## src/rtl/dand_bus_arbiter_if.sv

```systemverilog
// Requester and downstream bus bundle for dand_bus_arbiter.
// master: the arbiter side; slave: core requesters plus interconnect.
interface dand_bus_arbiter_if #(
  parameter int ADDR_W = 32,
  parameter int DATA_W = 64
);
  localparam int STRB_W = DATA_W / 8;

  logic              i_cmd_valid;
  logic              i_cmd_ready;
  logic [ADDR_W-1:0] i_cmd_addr;
  logic              i_rsp_valid;
  logic [DATA_W-1:0] i_rsp_data;
  logic              i_rsp_error;

  logic              d_cmd_valid;
  logic              d_cmd_ready;
  logic [ADDR_W-1:0] d_cmd_addr;
  logic              d_cmd_write;
  logic [DATA_W-1:0] d_cmd_wdata;
  logic [STRB_W-1:0] d_cmd_wstrb;
  logic              d_rsp_valid;
  logic [DATA_W-1:0] d_rsp_data;
  logic              d_rsp_error;

  logic              m_cmd_valid;
  logic              m_cmd_ready;
  logic [ADDR_W-1:0] m_cmd_addr;
  logic              m_cmd_write;
  logic [DATA_W-1:0] m_cmd_wdata;
  logic [STRB_W-1:0] m_cmd_wstrb;
  logic              m_rsp_valid;
  logic [DATA_W-1:0] m_rsp_data;
  logic              m_rsp_error;

  modport master (
    input  i_cmd_valid, i_cmd_addr,
    output i_cmd_ready,
    output i_rsp_valid, i_rsp_data, i_rsp_error,
    input  d_cmd_valid, d_cmd_addr, d_cmd_write,
    input  d_cmd_wdata, d_cmd_wstrb,
    output d_cmd_ready,
    output d_rsp_valid, d_rsp_data, d_rsp_error,
    output m_cmd_valid, m_cmd_addr, m_cmd_write,
    output m_cmd_wdata, m_cmd_wstrb,
    input  m_cmd_ready,
    input  m_rsp_valid, m_rsp_data, m_rsp_error
  );

  modport slave (
    output i_cmd_valid, i_cmd_addr,
    input  i_cmd_ready,
    input  i_rsp_valid, i_rsp_data, i_rsp_error,
    output d_cmd_valid, d_cmd_addr, d_cmd_write,
    output d_cmd_wdata, d_cmd_wstrb,
    input  d_cmd_ready,
    input  d_rsp_valid, d_rsp_data, d_rsp_error,
    input  m_cmd_valid, m_cmd_addr, m_cmd_write,
    input  m_cmd_wdata, m_cmd_wstrb,
    output m_cmd_ready,
    output m_rsp_valid, m_rsp_data, m_rsp_error
  );
endinterface

```

## src/rtl/dand_bus_arbiter.sv

```systemverilog
// ibus/dbus arbiter: one outstanding transaction, response timeout.
// DAND_ARB_ROUND_ROBIN_EN selects round-robin tie breaking.
module dand_bus_arbiter #(
  parameter int ADDR_W      = 32,
  parameter int DATA_W      = 64,
  parameter int TIMEOUT_CYC = 255
) (
  input  logic                  io_axiClk,
  input  logic                  io_asyncResetn,
  dand_bus_arbiter_if.master    bus,
  output logic                  o_busy,
  output logic                  o_owner
);
  localparam int STRB_W = DATA_W / 8;
  localparam int CW =
    (TIMEOUT_CYC > 0) ? $clog2(TIMEOUT_CYC + 1) : 1;
  localparam int TMO_LAST =
    (TIMEOUT_CYC > 0) ? TIMEOUT_CYC - 1 : 0;

  typedef enum logic [1:0] {
    IDLE,
    CMD,
    RSP
  } state_t;

  state_t            state_q;
  state_t            state_d;
  logic [CW-1:0]     cnt_q;
  logic              any_req;
  logic              pick_d;
  logic              grant_i;
  logic              grant_d;
  logic              cnt_clr;
  logic              cnt_inc;
  logic              done;
  logic              tmo;
  logic              tmo_hit;

  logic [ADDR_W-1:0] addr_q;
  logic              write_q;
  logic [DATA_W-1:0] wdata_q;
  logic [STRB_W-1:0] wstrb_q;
  logic              owner_q;

  logic              i_vld_q;
  logic [DATA_W-1:0] i_data_q;
  logic              i_err_q;
  logic              d_vld_q;
  logic [DATA_W-1:0] d_data_q;
  logic              d_err_q;
  logic [DATA_W-1:0] rsp_data_n;
  logic              rsp_err_n;

  // Reset gates grants so every output reads 0 while held in reset.
  assign any_req = io_asyncResetn &
                   (bus.i_cmd_valid | bus.d_cmd_valid);

`ifdef DAND_ARB_ROUND_ROBIN_EN
  logic last_d_q;

  // A tie goes to whoever lost the previous tie.
  assign pick_d = bus.d_cmd_valid &
                  (~bus.i_cmd_valid | ~last_d_q);

  // Remember the winner of each tie; first tie goes to ibus.
  always_ff @(posedge io_axiClk or negedge io_asyncResetn) begin
    if (!io_asyncResetn) begin
      last_d_q <= 1'b1;
    end else if (grant_i && bus.d_cmd_valid) begin
      last_d_q <= 1'b0;
    end else if (grant_d && bus.i_cmd_valid) begin
      last_d_q <= 1'b1;
    end
  end
`else
  assign pick_d = bus.d_cmd_valid;
`endif

  assign tmo_hit = (TIMEOUT_CYC != 0) &&
                   (cnt_q == CW'(TMO_LAST));

  // State register.
  always_ff @(posedge io_axiClk or negedge io_asyncResetn) begin
    if (!io_asyncResetn) begin
      state_q <= IDLE;
    end else begin
      state_q <= state_d;
    end
  end

  // Next state, grants and response events.
  always_comb begin
    state_d = state_q;
    grant_i = 1'b0;
    grant_d = 1'b0;
    cnt_clr = 1'b0;
    cnt_inc = 1'b0;
    done    = 1'b0;
    tmo     = 1'b0;
    unique case (state_q)
      IDLE: begin
        if (any_req) begin
          state_d = CMD;
          grant_d = pick_d;
          grant_i = ~pick_d;
        end
      end
      CMD: begin
        if (bus.m_cmd_ready) begin
          state_d = RSP;
          cnt_clr = 1'b1;
        end
      end
      RSP: begin
        if (bus.m_rsp_valid) begin
          state_d = IDLE;
          done    = 1'b1;
        end else if (tmo_hit) begin
          state_d = IDLE;
          tmo     = 1'b1;
        end else begin
          cnt_inc = 1'b1;
        end
      end
      default: state_d = IDLE;
    endcase
  end

  // Cycles spent waiting for the response.
  always_ff @(posedge io_axiClk or negedge io_asyncResetn) begin
    if (!io_asyncResetn) begin
      cnt_q <= '0;
    end else if (cnt_clr) begin
      cnt_q <= '0;
    end else if (cnt_inc) begin
      cnt_q <= cnt_q + 1'b1;
    end
  end

  // Capture the winning command; ibus carries no write fields.
  always_ff @(posedge io_axiClk or negedge io_asyncResetn) begin
    if (!io_asyncResetn) begin
      addr_q  <= '0;
      write_q <= 1'b0;
      wdata_q <= '0;
      wstrb_q <= '0;
      owner_q <= 1'b0;
    end else if (grant_d) begin
      addr_q  <= bus.d_cmd_addr;
      write_q <= bus.d_cmd_write;
      wdata_q <= bus.d_cmd_wdata;
      wstrb_q <= bus.d_cmd_wstrb;
      owner_q <= 1'b1;
    end else if (grant_i) begin
      addr_q  <= bus.i_cmd_addr;
      write_q <= 1'b0;
      wdata_q <= '0;
      wstrb_q <= '0;
      owner_q <= 1'b0;
    end
  end

  // Timeout forces an empty error; writes return no data.
  always_comb begin
    rsp_data_n = '0;
    rsp_err_n  = 1'b1;
    if (done) begin
      rsp_data_n = write_q ? '0 : bus.m_rsp_data;
      rsp_err_n  = bus.m_rsp_error;
    end
  end

  // Route the response to the owner as a 1-cycle pulse.
  always_ff @(posedge io_axiClk or negedge io_asyncResetn) begin
    if (!io_asyncResetn) begin
      i_vld_q  <= 1'b0;
      i_data_q <= '0;
      i_err_q  <= 1'b0;
      d_vld_q  <= 1'b0;
      d_data_q <= '0;
      d_err_q  <= 1'b0;
    end else begin
      i_vld_q <= (done | tmo) & ~owner_q;
      d_vld_q <= (done | tmo) & owner_q;
      if ((done | tmo) && owner_q) begin
        d_data_q <= rsp_data_n;
        d_err_q  <= rsp_err_n;
      end
      if ((done | tmo) && !owner_q) begin
        i_data_q <= rsp_data_n;
        i_err_q  <= rsp_err_n;
      end
    end
  end

  assign bus.i_cmd_ready = grant_i;
  assign bus.d_cmd_ready = grant_d;
  assign bus.m_cmd_valid = (state_q == CMD);
  assign bus.m_cmd_addr  = addr_q;
  assign bus.m_cmd_write = write_q;
  assign bus.m_cmd_wdata = wdata_q;
  assign bus.m_cmd_wstrb = wstrb_q;
  assign bus.i_rsp_valid = i_vld_q;
  assign bus.i_rsp_data  = i_data_q;
  assign bus.i_rsp_error = i_err_q;
  assign bus.d_rsp_valid = d_vld_q;
  assign bus.d_rsp_data  = d_data_q;
  assign bus.d_rsp_error = d_err_q;
  assign o_busy          = (state_q != IDLE);
  assign o_owner         = owner_q;
endmodule

```

## src/flat_wrapper.sv

```systemverilog
// flat-port wrapper written by rule: the top's interface ports become plain ports
module dand_bus_arbiter_flat 
#(
  parameter int ADDR_W      = 32,
  parameter int DATA_W      = 64,
  parameter int TIMEOUT_CYC = 255
)
  (io_axiClk, io_asyncResetn, o_busy, o_owner, bus_i_cmd_valid, bus_i_cmd_addr, bus_i_cmd_ready, bus_i_rsp_valid, bus_i_rsp_data, bus_i_rsp_error, bus_d_cmd_valid, bus_d_cmd_addr, bus_d_cmd_write, bus_d_cmd_wdata, bus_d_cmd_wstrb, bus_d_cmd_ready, bus_d_rsp_valid, bus_d_rsp_data, bus_d_rsp_error, bus_m_cmd_valid, bus_m_cmd_addr, bus_m_cmd_write, bus_m_cmd_wdata, bus_m_cmd_wstrb, bus_m_cmd_ready, bus_m_rsp_valid, bus_m_rsp_data, bus_m_rsp_error);
  dand_bus_arbiter_if #(.ADDR_W(ADDR_W), .DATA_W(DATA_W)) bus_i ();
  input  logic io_axiClk;
  input  logic io_asyncResetn;
  output logic o_busy;
  output logic o_owner;
  input wire logic [$bits(bus_i.i_cmd_valid)-1:0] bus_i_cmd_valid;
  input wire logic [$bits(bus_i.i_cmd_addr)-1:0] bus_i_cmd_addr;
  output wire logic [$bits(bus_i.i_cmd_ready)-1:0] bus_i_cmd_ready;
  output wire logic [$bits(bus_i.i_rsp_valid)-1:0] bus_i_rsp_valid;
  output wire logic [$bits(bus_i.i_rsp_data)-1:0] bus_i_rsp_data;
  output wire logic [$bits(bus_i.i_rsp_error)-1:0] bus_i_rsp_error;
  input wire logic [$bits(bus_i.d_cmd_valid)-1:0] bus_d_cmd_valid;
  input wire logic [$bits(bus_i.d_cmd_addr)-1:0] bus_d_cmd_addr;
  input wire logic [$bits(bus_i.d_cmd_write)-1:0] bus_d_cmd_write;
  input wire logic [$bits(bus_i.d_cmd_wdata)-1:0] bus_d_cmd_wdata;
  input wire logic [$bits(bus_i.d_cmd_wstrb)-1:0] bus_d_cmd_wstrb;
  output wire logic [$bits(bus_i.d_cmd_ready)-1:0] bus_d_cmd_ready;
  output wire logic [$bits(bus_i.d_rsp_valid)-1:0] bus_d_rsp_valid;
  output wire logic [$bits(bus_i.d_rsp_data)-1:0] bus_d_rsp_data;
  output wire logic [$bits(bus_i.d_rsp_error)-1:0] bus_d_rsp_error;
  output wire logic [$bits(bus_i.m_cmd_valid)-1:0] bus_m_cmd_valid;
  output wire logic [$bits(bus_i.m_cmd_addr)-1:0] bus_m_cmd_addr;
  output wire logic [$bits(bus_i.m_cmd_write)-1:0] bus_m_cmd_write;
  output wire logic [$bits(bus_i.m_cmd_wdata)-1:0] bus_m_cmd_wdata;
  output wire logic [$bits(bus_i.m_cmd_wstrb)-1:0] bus_m_cmd_wstrb;
  input wire logic [$bits(bus_i.m_cmd_ready)-1:0] bus_m_cmd_ready;
  input wire logic [$bits(bus_i.m_rsp_valid)-1:0] bus_m_rsp_valid;
  input wire logic [$bits(bus_i.m_rsp_data)-1:0] bus_m_rsp_data;
  input wire logic [$bits(bus_i.m_rsp_error)-1:0] bus_m_rsp_error;
  assign bus_i.i_cmd_valid = bus_i_cmd_valid;
  assign bus_i.i_cmd_addr = bus_i_cmd_addr;
  assign bus_i_cmd_ready = bus_i.i_cmd_ready;
  assign bus_i_rsp_valid = bus_i.i_rsp_valid;
  assign bus_i_rsp_data = bus_i.i_rsp_data;
  assign bus_i_rsp_error = bus_i.i_rsp_error;
  assign bus_i.d_cmd_valid = bus_d_cmd_valid;
  assign bus_i.d_cmd_addr = bus_d_cmd_addr;
  assign bus_i.d_cmd_write = bus_d_cmd_write;
  assign bus_i.d_cmd_wdata = bus_d_cmd_wdata;
  assign bus_i.d_cmd_wstrb = bus_d_cmd_wstrb;
  assign bus_d_cmd_ready = bus_i.d_cmd_ready;
  assign bus_d_rsp_valid = bus_i.d_rsp_valid;
  assign bus_d_rsp_data = bus_i.d_rsp_data;
  assign bus_d_rsp_error = bus_i.d_rsp_error;
  assign bus_m_cmd_valid = bus_i.m_cmd_valid;
  assign bus_m_cmd_addr = bus_i.m_cmd_addr;
  assign bus_m_cmd_write = bus_i.m_cmd_write;
  assign bus_m_cmd_wdata = bus_i.m_cmd_wdata;
  assign bus_m_cmd_wstrb = bus_i.m_cmd_wstrb;
  assign bus_i.m_cmd_ready = bus_m_cmd_ready;
  assign bus_i.m_rsp_valid = bus_m_rsp_valid;
  assign bus_i.m_rsp_data = bus_m_rsp_data;
  assign bus_i.m_rsp_error = bus_m_rsp_error;
  dand_bus_arbiter #(.ADDR_W(ADDR_W), .DATA_W(DATA_W), .TIMEOUT_CYC(TIMEOUT_CYC)) u_core (.io_axiClk(io_axiClk), .io_asyncResetn(io_asyncResetn), .bus(bus_i), .o_busy(o_busy), .o_owner(o_owner));
endmodule
```

## config.mk

```make
export PLATFORM = sky130hd
export DESIGN_NAME = dand_bus_arbiter_flat
export DESIGN_NICKNAME = d
export VERILOG_FILES = /design/src/rtl/dand_bus_arbiter_if.sv /design/src/rtl/dand_bus_arbiter.sv /design/src/flat_wrapper.sv
export SDC_FILE = /design/constraint.sdc
export NUM_CORES = 1
export LEC_CHECK = 0
export ABC_AREA = 1
export BUFFER_PORTS_ARGS = -buffer_cell sky130_fd_sc_hd__clkbuf_2
export CAP_MARGIN = 5
export CORE_AREA = 2 2 176 178
export DETAILED_ROUTE_END_ITERATION = 10
export DIE_AREA = 0 0 178 180
export PLACE_DENSITY = 0.66
export SYNTH_ARGS = -nofsm -noshare
export SYNTH_HDL_FRONTEND = slang
export SYNTH_SLANG_ARGS = --single-unit
export TNS_END_PERCENT = 10
```

## constraint.sdc

```tcl
create_clock -name io_axiClk -period 2.4 [get_ports io_axiClk]
set_input_delay 0.24 -clock io_axiClk [delete_from_list [all_inputs] [get_ports io_axiClk]]
set_output_delay 0.24 -clock io_axiClk [all_outputs]
set_load 0.005 [all_outputs]
```

==> impl_results.md, run 1 <==
* Hold path depth at 4
* Worst Path Arrival at around 2.7 ns
* Initial Util at 0.3604
* GRT Util Overall at 0.2213
* GRT met3 Usage at 0.04167
* Maximum fanout along the worst path at 50
* FF-to-FF path depth at 8
* Sequential share of the synthesized area at 0.5704
* Classification of the worst-slack hold path: in2reg
* # rows at 64
* Met1 Use GR at 0.2763
* M2 GR Usage at 0.3780
* Register area at between 0.006 and 0.007 sq mm
* Post-synth EDFFs at 0
* Worst slew pin tran at approximately 1.0 ns
* Antenna violations before repair at 0
* Fin util at 0.5053
* Post-route DRC at 0
* Fillcell total at 2860
* Async S/R FF share, synth at 1.000
* Critical-path top delay cell: dlygate4sd3_1
* Slew Viols, Final at 0
* Net Count, Synth at roughly 1500
* Min Tclk post-route at 2.251 ns
* Ports at 450
* Busiest layer in global routing: met2
* CP Class: in2reg
* Share of layout cells above drive strength 1 at 0.2904
* Buf/Inv on CP at 6
* Status: completed
* PD cells at ~1000 mW/mm^2
* Final Setup Violations at 0
* H-tree depth at 1
* Setup bufs post-CTS at 0
* Relative slew margins at 0.3085
* Antenna viol nets, final at 0
* CP delay by family, top: buffers and inverters
* Post-detail-place hpwl at approximately 24000 um
* Cell area after synthesis at about 0.011 sq mm
* YS warnings at 0
* Worst-path cell chain: dlygate4sd3_1, buf_8, nand2_1, inv_1, nand2_1, clkinv_2, buf_12, nand2_1, nand3_1, dlygate4sd3_1, o21a_1
* DR vias/cell at around 5
* Cells after synthesis at 1300
* Internal reg-to-reg setup slack at between 0.2 and 0.25 ns
* Crit path top cell by count: nand2_1
* Largest net degree at the start of global routing at 102
* CTS tree: yes
* Max-cap viol count at 0
* Final Cycle Share at 0.9380
* RR Startpoint: u_core.state_q[0]
* Initial DRC Count at 750
* Critical path depth in cells at 11
* Final layout net count at 2009
* Die area at 0.03204 sq mm
* Synth cell count leaders: 638 x nand2_1, 248 x dfrtp_1, 131 x nand4_1
* Crit. Startpoint: io_asyncResetn
* Ys flop type: dfrtp_1
* # clock sinks at between 200 and 250
* Synth Register Bits at 248
* Area Overhead vs Synth at 40.21%
* Port Buffers at roughly 450
* Syn Area/Cell at approximately 8.4 sq um
* Antenna Cells at 0
* CP startpoint kind: input pin
* Dominant cell type by area after synthesis: dfrtp_1
* Area share of the largest cell type after synthesis at 0.5704
* Skew-Pair Late Insertion Delay at around 0.55 ns
* Drt wl/cell at around 16 um
* Min-delay src: bus_d_cmd_addr[12]
* Unrepaired setup endpoints after global routing: false
* Synth cell types at 25
* Skew final at ~0.02 ns
* Req. time, crit path at roughly 2.8 ns
* Clk buf depth at 3
* Top-count cell post-synth: nand2_1
* Synth top area cells: dfrtp_1 57%, nand2_1 22%, nand4_1 7.5%
* Clock root buffer: clkbuf_16
* Leakage power at a little under 9 nW
* Grt ovf at 0
* Hold Vio Cnt, Final at 0
* Core Area at slightly above 0.03 sq mm
* Crit-path max cell delay at around 0.59 ns
* FMAX at around 440 MHz
* VDD IR max at slightly below 0.0008 V
* Reg clk slew, reported paths at around 0.060 ns
* Area of the multi-input gates at 0.004110 sq mm
* Critical path endpoint category: flop
* Via count at around 11000
* DRT Pass-1 Iters at 5
* Die height at between 150 and 200 um
* Final Wtd Congestion at approximately 0.89
* Vias in the first global route at roughly 11000
* Setup TNS at 0 ns
* Die W at about 180 um
* First-pass GRT wire length at about 57000 um
* Total clock buffers created by CTS at 28
* Post-Route WL at between 30000 and 40000 um
area by class of cell:
cell class / instances / area share
Tap cell: 396 / 0.03248
Multi-Input combinational cell: 936 / 0.2694
Sequential cell: 248 / 0.4069
Timing Repair Buffer: 567 / 0.2275
Inverter: 18 / 0.004511
Clock buffer: 39 / 0.05126
Clock inverter: 10 / 0.007955
logic make-up (layout without fill, tap and decap cells):
| logic type | Yosys count | count (layout) | share of synthesized area |
|---|---|---|---|
| compound gates | 38 | 38 | 0.02564 |
| fa+ha+maj | 2 | 2 | 0.002300 |
| simple gates | 893 | 893 | 0.3467 |
| xor+xnor | 3 | 3 | 0.002415 |
| flops | 248 | 248 | 0.5704 |
| buf+inv | 116 | 634 | 0.05255 |
per-layer routing:
metal	share of wire	up-vias
li1	-	5199
met3	0.075	91
met2	0.49	485
met5	0	-
met1	0.40	5080
met4	0.037	0
path summary, 6_finish.rpt:
check | to
max | u_core.bus.m_cmd_addr[10]
min | u_core.bus.m_cmd_addr[12]
max reg2reg | u_core.bus.m_cmd_addr[10]
min reg2reg | u_core.bus.m_cmd_wdata[34]
max in group asynchronous | u_core.bus.d_rsp_data[58]
min in group asynchronous | u_core.cnt_q[3]
placed cells by master, fill, tap and decap left out, types with 15 or more instances in the layout:
cell,n
nor2_1,74
buf_4,15
clkbuf_2,448
nand4_1,131
dfrtp_1,247
clkbuf_16,28
o21a_1,32
nand3_1,40
nand2_1,638
dlygate4sd3_1,96
report_power, final:
part	internal, W	leakage, nW	switching, W	total (W)
clock network	0.00249	0.441	0.00175	0.00424
registers	0.00541	3.27	0.000782	0.00619
logic	0.00190	4.95	0.00305	0.00495
timing repair:
action / in CTS / in global routing
hold buffers: 96 / 0
gates resized for setup: 0 / 1
hold endpoints to repair: 137 / 0
endpoints found under the setup margin: 0 / 1
flip-flops by register name, summed over array words and instances, names as in the netlist:
signal,cells
u_core.bus.d_rsp_data,64
u_core.bus.i_rsp_data,64
u_core.bus.m_cmd_wdata,64
u_core.bus.m_cmd_addr,32
u_core.bus.m_cmd_wstrb,8
u_core.cnt_q,8
u_core.state_q,2
u_core.bus.d_rsp_error,1
u_core.bus.d_rsp_valid,1
u_core.bus.i_rsp_error,1
u_core.bus.i_rsp_valid,1
u_core.bus.m_cmd_write,1
u_core.o_owner,1
worst reg2reg max path: stages (launching register included):
cell and delay (ns):
dfrtp_1 0.42, nor2_1 0.19, nand2_1 0.11, clkinv_2 0.23, buf_12 0.27, nand2_1 0.11
nand3_1 0.08, dlygate4sd3_1 0.56, o21a_1 0.13
through the flow:
| step | setup WS (ns) | area [sq um] | total power (W) | hold WS (ns) | instances |
|---|---|---|---|---|---|
| final | 0.1489 | 15260 | 0.01538 | 0.02396 | 2214 |
| after global routing | 0.05931 | 15260 | 0.01635 | 0.02090 | 2214 |
| after CTS | 0.08049 | 15250 | 0.01548 | 0.003291 | 2214 |
| after detailed placement | 0.4477 | 13390 | 0.01102 | 0.08854 | 2069 |
| after global placement | 0.5109 | 13390 | 0.01094 | 0.09140 | 2069 |
| after floorplan | 0.8286 | 10880 | 0.008519 | -0.05559 | 1300 |
Power figures use the tool's default switching activity.
==> inputs of run 2 (changes only) <==
Settings changed: CORE_AREA 2 2 176 178 to 3 3 172 174, DIE_AREA 0 0 178 180 to 0 0 175 177, PLACE_DENSITY 0.66 to 0.69.
==> impl_results.md, run 2 (synthesis results as in run 1) <==
* Status: completed
* Post-route DRC at 0 (unchanged)
* VDD IR max at 0.0006318 V (-18%)
* Clock share of power at 0.283 (+0.007)
* Core Area at 0.02793 sq mm (-7.5%)
* FMAX at 454.2 MHz (+2.2%)
* Setup TNS at 0 ns (unchanged)
* Min Tclk post-route at 2.202 ns (-0.04927 ns)
* Max-cap viol count at 0 (unchanged)
* CTS tree: yes
* Design area at 0.01517 sq mm (-0.59%)
* Area Overhead vs Synth at 39.39%
* Largest net degree at the start of global routing at 157 (+54%)
* # rows at 61 (-4.7%)
* Post-place instance area at 0.01343 sq mm (+0.26%)
* Slew Viols, Final at 0 (unchanged)
* Req. time, crit path at 2.16 ns (-0.67 ns)
* Final layout net count at 1991 (-0.90%)
* Skew-Pair Late Insertion Delay at 0.53 ns (-0.02 ns)
* Unrepaired setup endpoints after global routing: false
* H-tree depth at 1 (unchanged)
* PD cells at 1029 mW/mm^2 (+2.1%)
* Ports at 450 (unchanged)
* Share of layout cells above drive strength 1 at 0.2967 (+0.006238)
* Post-detail-place hpwl at 24900 um (+4.6%)
* Final Wtd Congestion at 0.9188 (+3.3%)
* Register area at 0.006207 sq mm (unchanged)
* Die area at 0.03098 sq mm (-3.3%)
* Relative slew margins at 0.3988 (+0.09023)
* Total clock buffers created by CTS at 29 (+3.6%)
* Sequential Power Share at 0.396 (-0.006)
* Clk buf depth at 3 (unchanged)
* Leakage power at 8.663 nW (+0.11%)
* DRT Pass-1 Iters at 5 (unchanged)
* Post-Route WL at 36770 um (+0.79%)
* Initial Util at 0.3895 (+0.02909)
* Hold Vio Cnt, Final at 0 (unchanged)
* Die W at 175 um (-1.7%)
* Port Buffers at 449 (unchanged)
* CP startpoint kind: input pin
* Grt ovf at 0 (unchanged)
* Antenna viol nets, final at 0 (unchanged)
* Switching Share at 0.3575 (-0.005346)
* Vias in the first global route at 10630 (-0.77%)
* Fillcell total at 2551 (-11%)
* GRT Util Overall at 0.2293 (+0.008039)
* Clock root buffer: clkbuf_16
* Area of the multi-input gates at 0.004110 sq mm (unchanged)
* Drt wl/cell at 16.87 um (+2.4%)
* Critical path endpoint category: output pin
* Most frequent cells in the layout: 638 x nand2_1, 448 x clkbuf_2, 247 x dfrtp_1
* Pint at 0.01002 W (+2.3%)
* Setup bufs post-CTS at 0 (unchanged)
* # clock sinks at 248 (unchanged)
* CP Class: in2out
* Skew final at 0.007931 ns (-0.01160 ns)
* First-pass GRT wire length at 57460 um (+0.97%)
* Final Cycle Share at 0.9174 (-0.02053)
* Die height at 177 um (-1.7%)
* Classification of the worst-slack hold path: in2reg
* Initial DRC Count at 951 (+27%)
* Worst slew pin tran at 0.9019 ns (-0.1353 ns)
* Antenna violations before repair at 3 (+3)
* Net switching power at 0.005577 W (about the same)
* Final Setup Violations at 0 (unchanged)
* Comb power frac at 0.321 (about the same)
* Worst Path Arrival at 1.96 ns (-0.72 ns)
* Maximum fanout along the worst path at 41 (-18%)
* DR vias/cell at 4.927 (+0.49%)
* Reg clk slew, reported paths at 0.06 ns (about the same)
* Via count at 10740 (-1.1%)
* Internal reg-to-reg setup slack at 0.57 ns (+0.33 ns)
* Most common cell after layout, fill and taps aside: nand2_1
-- run 2: cell count changes in the layout (fill, tap and decap cells not counted), sizes merged --
cell	change
buf	+1
clkbuf	+3
dlygate4sd3	-20
clkinv	-3
diode	+2
inv	+1
-- run 2: final timing paths --
kind,start,end,cells after the start
max,io_asyncResetn,bus_d_cmd_ready,8
max in group asynchronous,io_asyncResetn,u_core.bus.i_rsp_data[59],3
max reg2reg,u_core.cnt_q[0],u_core.bus.d_rsp_data[33],9
min,bus_d_cmd_addr[6],u_core.bus.m_cmd_addr[6],4
min reg2reg,u_core.bus.i_rsp_data[59],u_core.bus.i_rsp_data[59],2
min in group asynchronous,io_asyncResetn,u_core.bus.m_cmd_wdata[14],2
-- run 2: worst max-delay path: stages --
cell and delay, ns:
dlygate4sd3_1 0.59, buf_12 0.25, nand2_1 0.08, inv_1 0.05, nand2_1 0.09, inv_4 0.23, buf_4 0.25, clkbuf_2 0.14
-- run 2: power by group through the flow --
stage | Clock (W) | Combinational, W | Sequential [W]
after floorplan | 0 | 0.00230 | 0.00622
after global placement | 0 | 0.00486 | 0.00618
after detailed placement | 0 | 0.00493 | 0.00620
after CTS | 0.00451 | 0.00503 | 0.00616
after global routing | 0.00469 | 0.00552 | 0.00632
final | 0.00441 | 0.00500 | 0.00618
-- run 2: layer usage --
metal / wire length (um) / GRT usage
met1: 14500 / 0.2905
met2: 18000 / 0.3879
met3: 2930 / 0.04955
met4: 1325 / 0.08544
met5: 13 / 0
-- run 2: stage by stage --
| step | power (W) | worst slack, ns | cells | util | hold WS (ns) |
|---|---|---|---|---|---|
| floorplan | 0.008519 | 0.8286 | 1300 | - | -0.05559 |
| global placement | 0.01104 | 0.6240 | 2052 | 0.4806 | 0.1535 |
| detailed placement | 0.01113 | 0.6033 | 2052 | 0.4806 | 0.1534 |
| CTS | 0.01570 | 0.008317 | 2178 | 0.5425 | 0.001066 |
| global route | 0.01653 | 0.02242 | 2180 | 0.5429 | 0.02081 |
| finish | 0.01560 | 0.1981 | 2180 | 0.5429 | 0.02321 |
-- run 2: timing repair --
| item | in CTS | in global routing |
|---|---|---|
| hold buffers | 76 | 0 |
| setup endpoints to repair | 0 | 1 |
| resized for setup | 0 | 3 |
| endpoints found under the hold margin | 112 | 0 |
-- run 2: final cells by class --
type | instances | area share
Timing Repair Buffer | 548 | 0.2198
Clock inverter | 8 | 0.006105
Inverter | 18 | 0.004620
Sequential cell | 248 | 0.4093
Clock buffer | 42 | 0.05767
Tap cell | 378 | 0.03119
Multi-Input combinational cell | 936 | 0.2710
Antenna cell | 2 | 0.0003300
==> inputs of run 3 (changes only) <==
==> constraint.sdc (replaced) <==
create_clock -name io_axiClk -period 2.4 [get_ports io_axiClk]
set_input_delay 0.24 -clock io_axiClk [delete_from_list [all_inputs] [get_ports io_axiClk]]
set_output_delay 0.24 -clock io_axiClk [all_outputs]
set_load 0.1 [all_outputs]
==> impl_results.md, run 3 (synthesis results as in run 1) <==
* Status: completed
* Final Cycle Share at 0.9501 (+0.03264)
* Final Setup Violations at 0 (unchanged)
* Antenna violations before repair at 1 (-2)
* Area Overhead vs Synth at 38.68%
* H-tree depth at 1 (unchanged)
* Unrepaired setup endpoints after global routing: false
* Fin util at 0.5402 (-0.002733)
* Clock root buffer: clkbuf_16
* Post-Route WL at 37700 um (+2.5%)
* Worst hold slack at 0.02198 ns (-0.001223 ns)
* Vias in the first global route at 10830 (+1.8%)
* Skew-Pair Late Insertion Delay at 0.53 ns (about the same)
* Antenna viol nets, final at 0 (unchanged)
* Slew Viols, Final at 0 (unchanged)
* Most common cell after layout, fill and taps aside: nand2_1
* # rows at 61 (unchanged)
* CP startpoint kind: input pin
* Leakage power at 8.614 nW (-0.57%)
* Port Buffers at 449 (unchanged)
* GRT Util Overall at 0.2340 (+0.004646)
* Reg clk slew, reported paths at 0.06 ns (about the same)
* Skew final at 0.009108 ns (+0.001177 ns)
* Classification of the worst-slack hold path: in2reg
* Internal reg-to-reg setup slack at 0.51 ns (-0.06 ns)
* CTS tree: yes
* Grt ovf at 0 (unchanged)
* Die height at 177 um (unchanged)
* DR vias/cell at 5.006 (+1.6%)
* VDD IR max at 0.001286 V (+100%)
* Setup slack after layout at 0.1198 ns (-0.07834 ns)
* Pint at 0.009732 W (-2.9%)
* Largest net degree at the start of global routing at 137 (-13%)
* Worst Path Arrival at 2.04 ns (+0.08 ns)
* Crit. Startpoint: io_asyncResetn
* Core Area at 0.02793 sq mm (unchanged)
* Setup TNS at 0 ns (unchanged)
* Clk buf depth at 3 (unchanged)
* Clock share of power at 0.169 (-0.114)
* FMAX at 438.6 MHz (-3.4%)
* Post-detail-place hpwl at 25430 um (+2.1%)
* Fillcell total at 2647 (+3.8%)
* Cells after DPL at 2054 (+0.097%)
* Worst slew pin tran at 0.8006 ns (-0.1012 ns)
* RR Startpoint: u_core.cnt_q[0]
* Relative slew margins at 0.4663 (+0.06750)
* Req. time, crit path at 2.16 ns (about the same)
* Hold Vio Cnt, Final at 0 (unchanged)
* Share of layout cells above drive strength 1 at 0.2943 (-0.002386)
* Post_cts resized at 0 (unchanged)
* Final Wtd Congestion at 0.8938 (-2.7%)
* Most frequent cells in the layout: 638 x nand2_1, 446 x clkbuf_2, 247 x dfrtp_1
* DRT Pass-1 Iters at 5 (unchanged)
* Critical path endpoint category: output pin
* Drt wl/cell at 17.29 um (+2.5%)
* Total clock buffers created by CTS at 28 (-3.4%)
* Switching Share at 0.6000 (+0.2425)
* Post-route DRC at 0 (unchanged)
* Sequential Power Share at 0.257 (-0.139)
* CP Class: in2out
* Comb power frac at 0.574 (+0.253)
* # clock sinks at 248 (unchanged)
* Initial DRC Count at 880 (-7.5%)
* Maximum fanout along the worst path at 24 (-41%)
* Final layout net count at 1992 (+0.050%)
* Initial Util at 0.3895 (unchanged)
* Via count at 10910 (+1.6%)
* Ports at 450 (unchanged)
* Die W at 175 um (unchanged)
* Pre-CTS setup slack at 0.5691 ns (-0.03415 ns)
* Final Non-Filler Cells at 2180 (unchanged)
* PD cells at 1612 mW/mm^2 (+57%)
* Max-cap viol count at 0 (unchanged)
* First-pass GRT wire length at 58420 um (+1.7%)
* Min-delay src: bus_d_cmd_addr[9]
* Die area at 0.03098 sq mm (unchanged)
* Net switching power at 0.01460 W (+160%)
* Min Tclk post-route at 2.280 ns (+0.07834 ns)
==> run 3: cell types whose count changed in the layout (fill, tap and decap cells not counted), moves of 2 or more <==
cell,change
clkbuf_2,-2
nor2_2,+2
clkbuf_1,+7
nor2_1,-2
clkbuf_8,-6
buf_4,+4
==> run 3: per-layer routing <==
metal  track usage  vias to the layer above  wire [um]
met5             0                        -          0
met4        0.1007                        0       1709
met3       0.05363                       97       2973
met2        0.3966                      493      18450
met1        0.2879                     5159      14570
li1              -                     5165          -
==> run 3: power by group through the flow <==
stage | sequential, W | combinational (W) | clock [W]
after global placement | 0.00623 | 0.0138 | 0
final | 0.00625 | 0.0140 | 0.00411
after global routing | 0.00640 | 0.0145 | 0.00440
after floorplan | 0.0149 | 0.00247 | 0
after detailed placement | 0.00627 | 0.0139 | 0
after CTS | 0.00622 | 0.0140 | 0.00420
==> run 3: area by class of cell <==
cell class / instances / area (sq um) / area share
flip-flops and latches: 248 / 6207 / 0.4114
multi-input cells: 936 / 4115 / 0.2727
repair buffers: 550 / 3348 / 0.2219
clock buffers: 43 / 818.3 / 0.05423
well taps: 378 / 473.0 / 0.03134
inverters: 18 / 67.56 / 0.004478
clock inverters: 6 / 57.56 / 0.003814
diodes: 1 / 2.502 / 0.0001658
==> run 3: metrics by stage <==
stage / cell area (sq um) / power (W)
CTS: 15090 / 0.02442
floorplan: 10890 / 0.01736
detailed placement: 13450 / 0.02015
global route: 15090 / 0.02527
finish: 15090 / 0.02433
global placement: 13450 / 0.02006
==> run 3: worst paths after layout <==
kind	endpoint	cells past startpoint
worst max-delay path	bus_i_cmd_ready	7
worst min-delay path	u_core.bus.m_cmd_addr[9]	4
worst max register to register	u_core.bus.d_rsp_data[40]	9
worst min register to register	u_core.bus.i_rsp_data[10]	2
max in group asynchronous	u_core.bus.d_rsp_data[54]	4
min in group asynchronous	u_core.bus.m_cmd_addr[20]	2
==> run 3: critical path: stages <==
cell and delay (ns):
dlygate4sd3_1 0.60, buf_8 0.23, o21ai_0 0.18, nor2_4 0.32, inv_2 0.10, nor2_2 0.15
buf_12 0.19
==> run 3: what timing repair did <==
action / in CTS / in global routing
endpoints found under the hold margin: 129 / 0
setup buffers: 0 / 0
hold buffers: 76 / 0
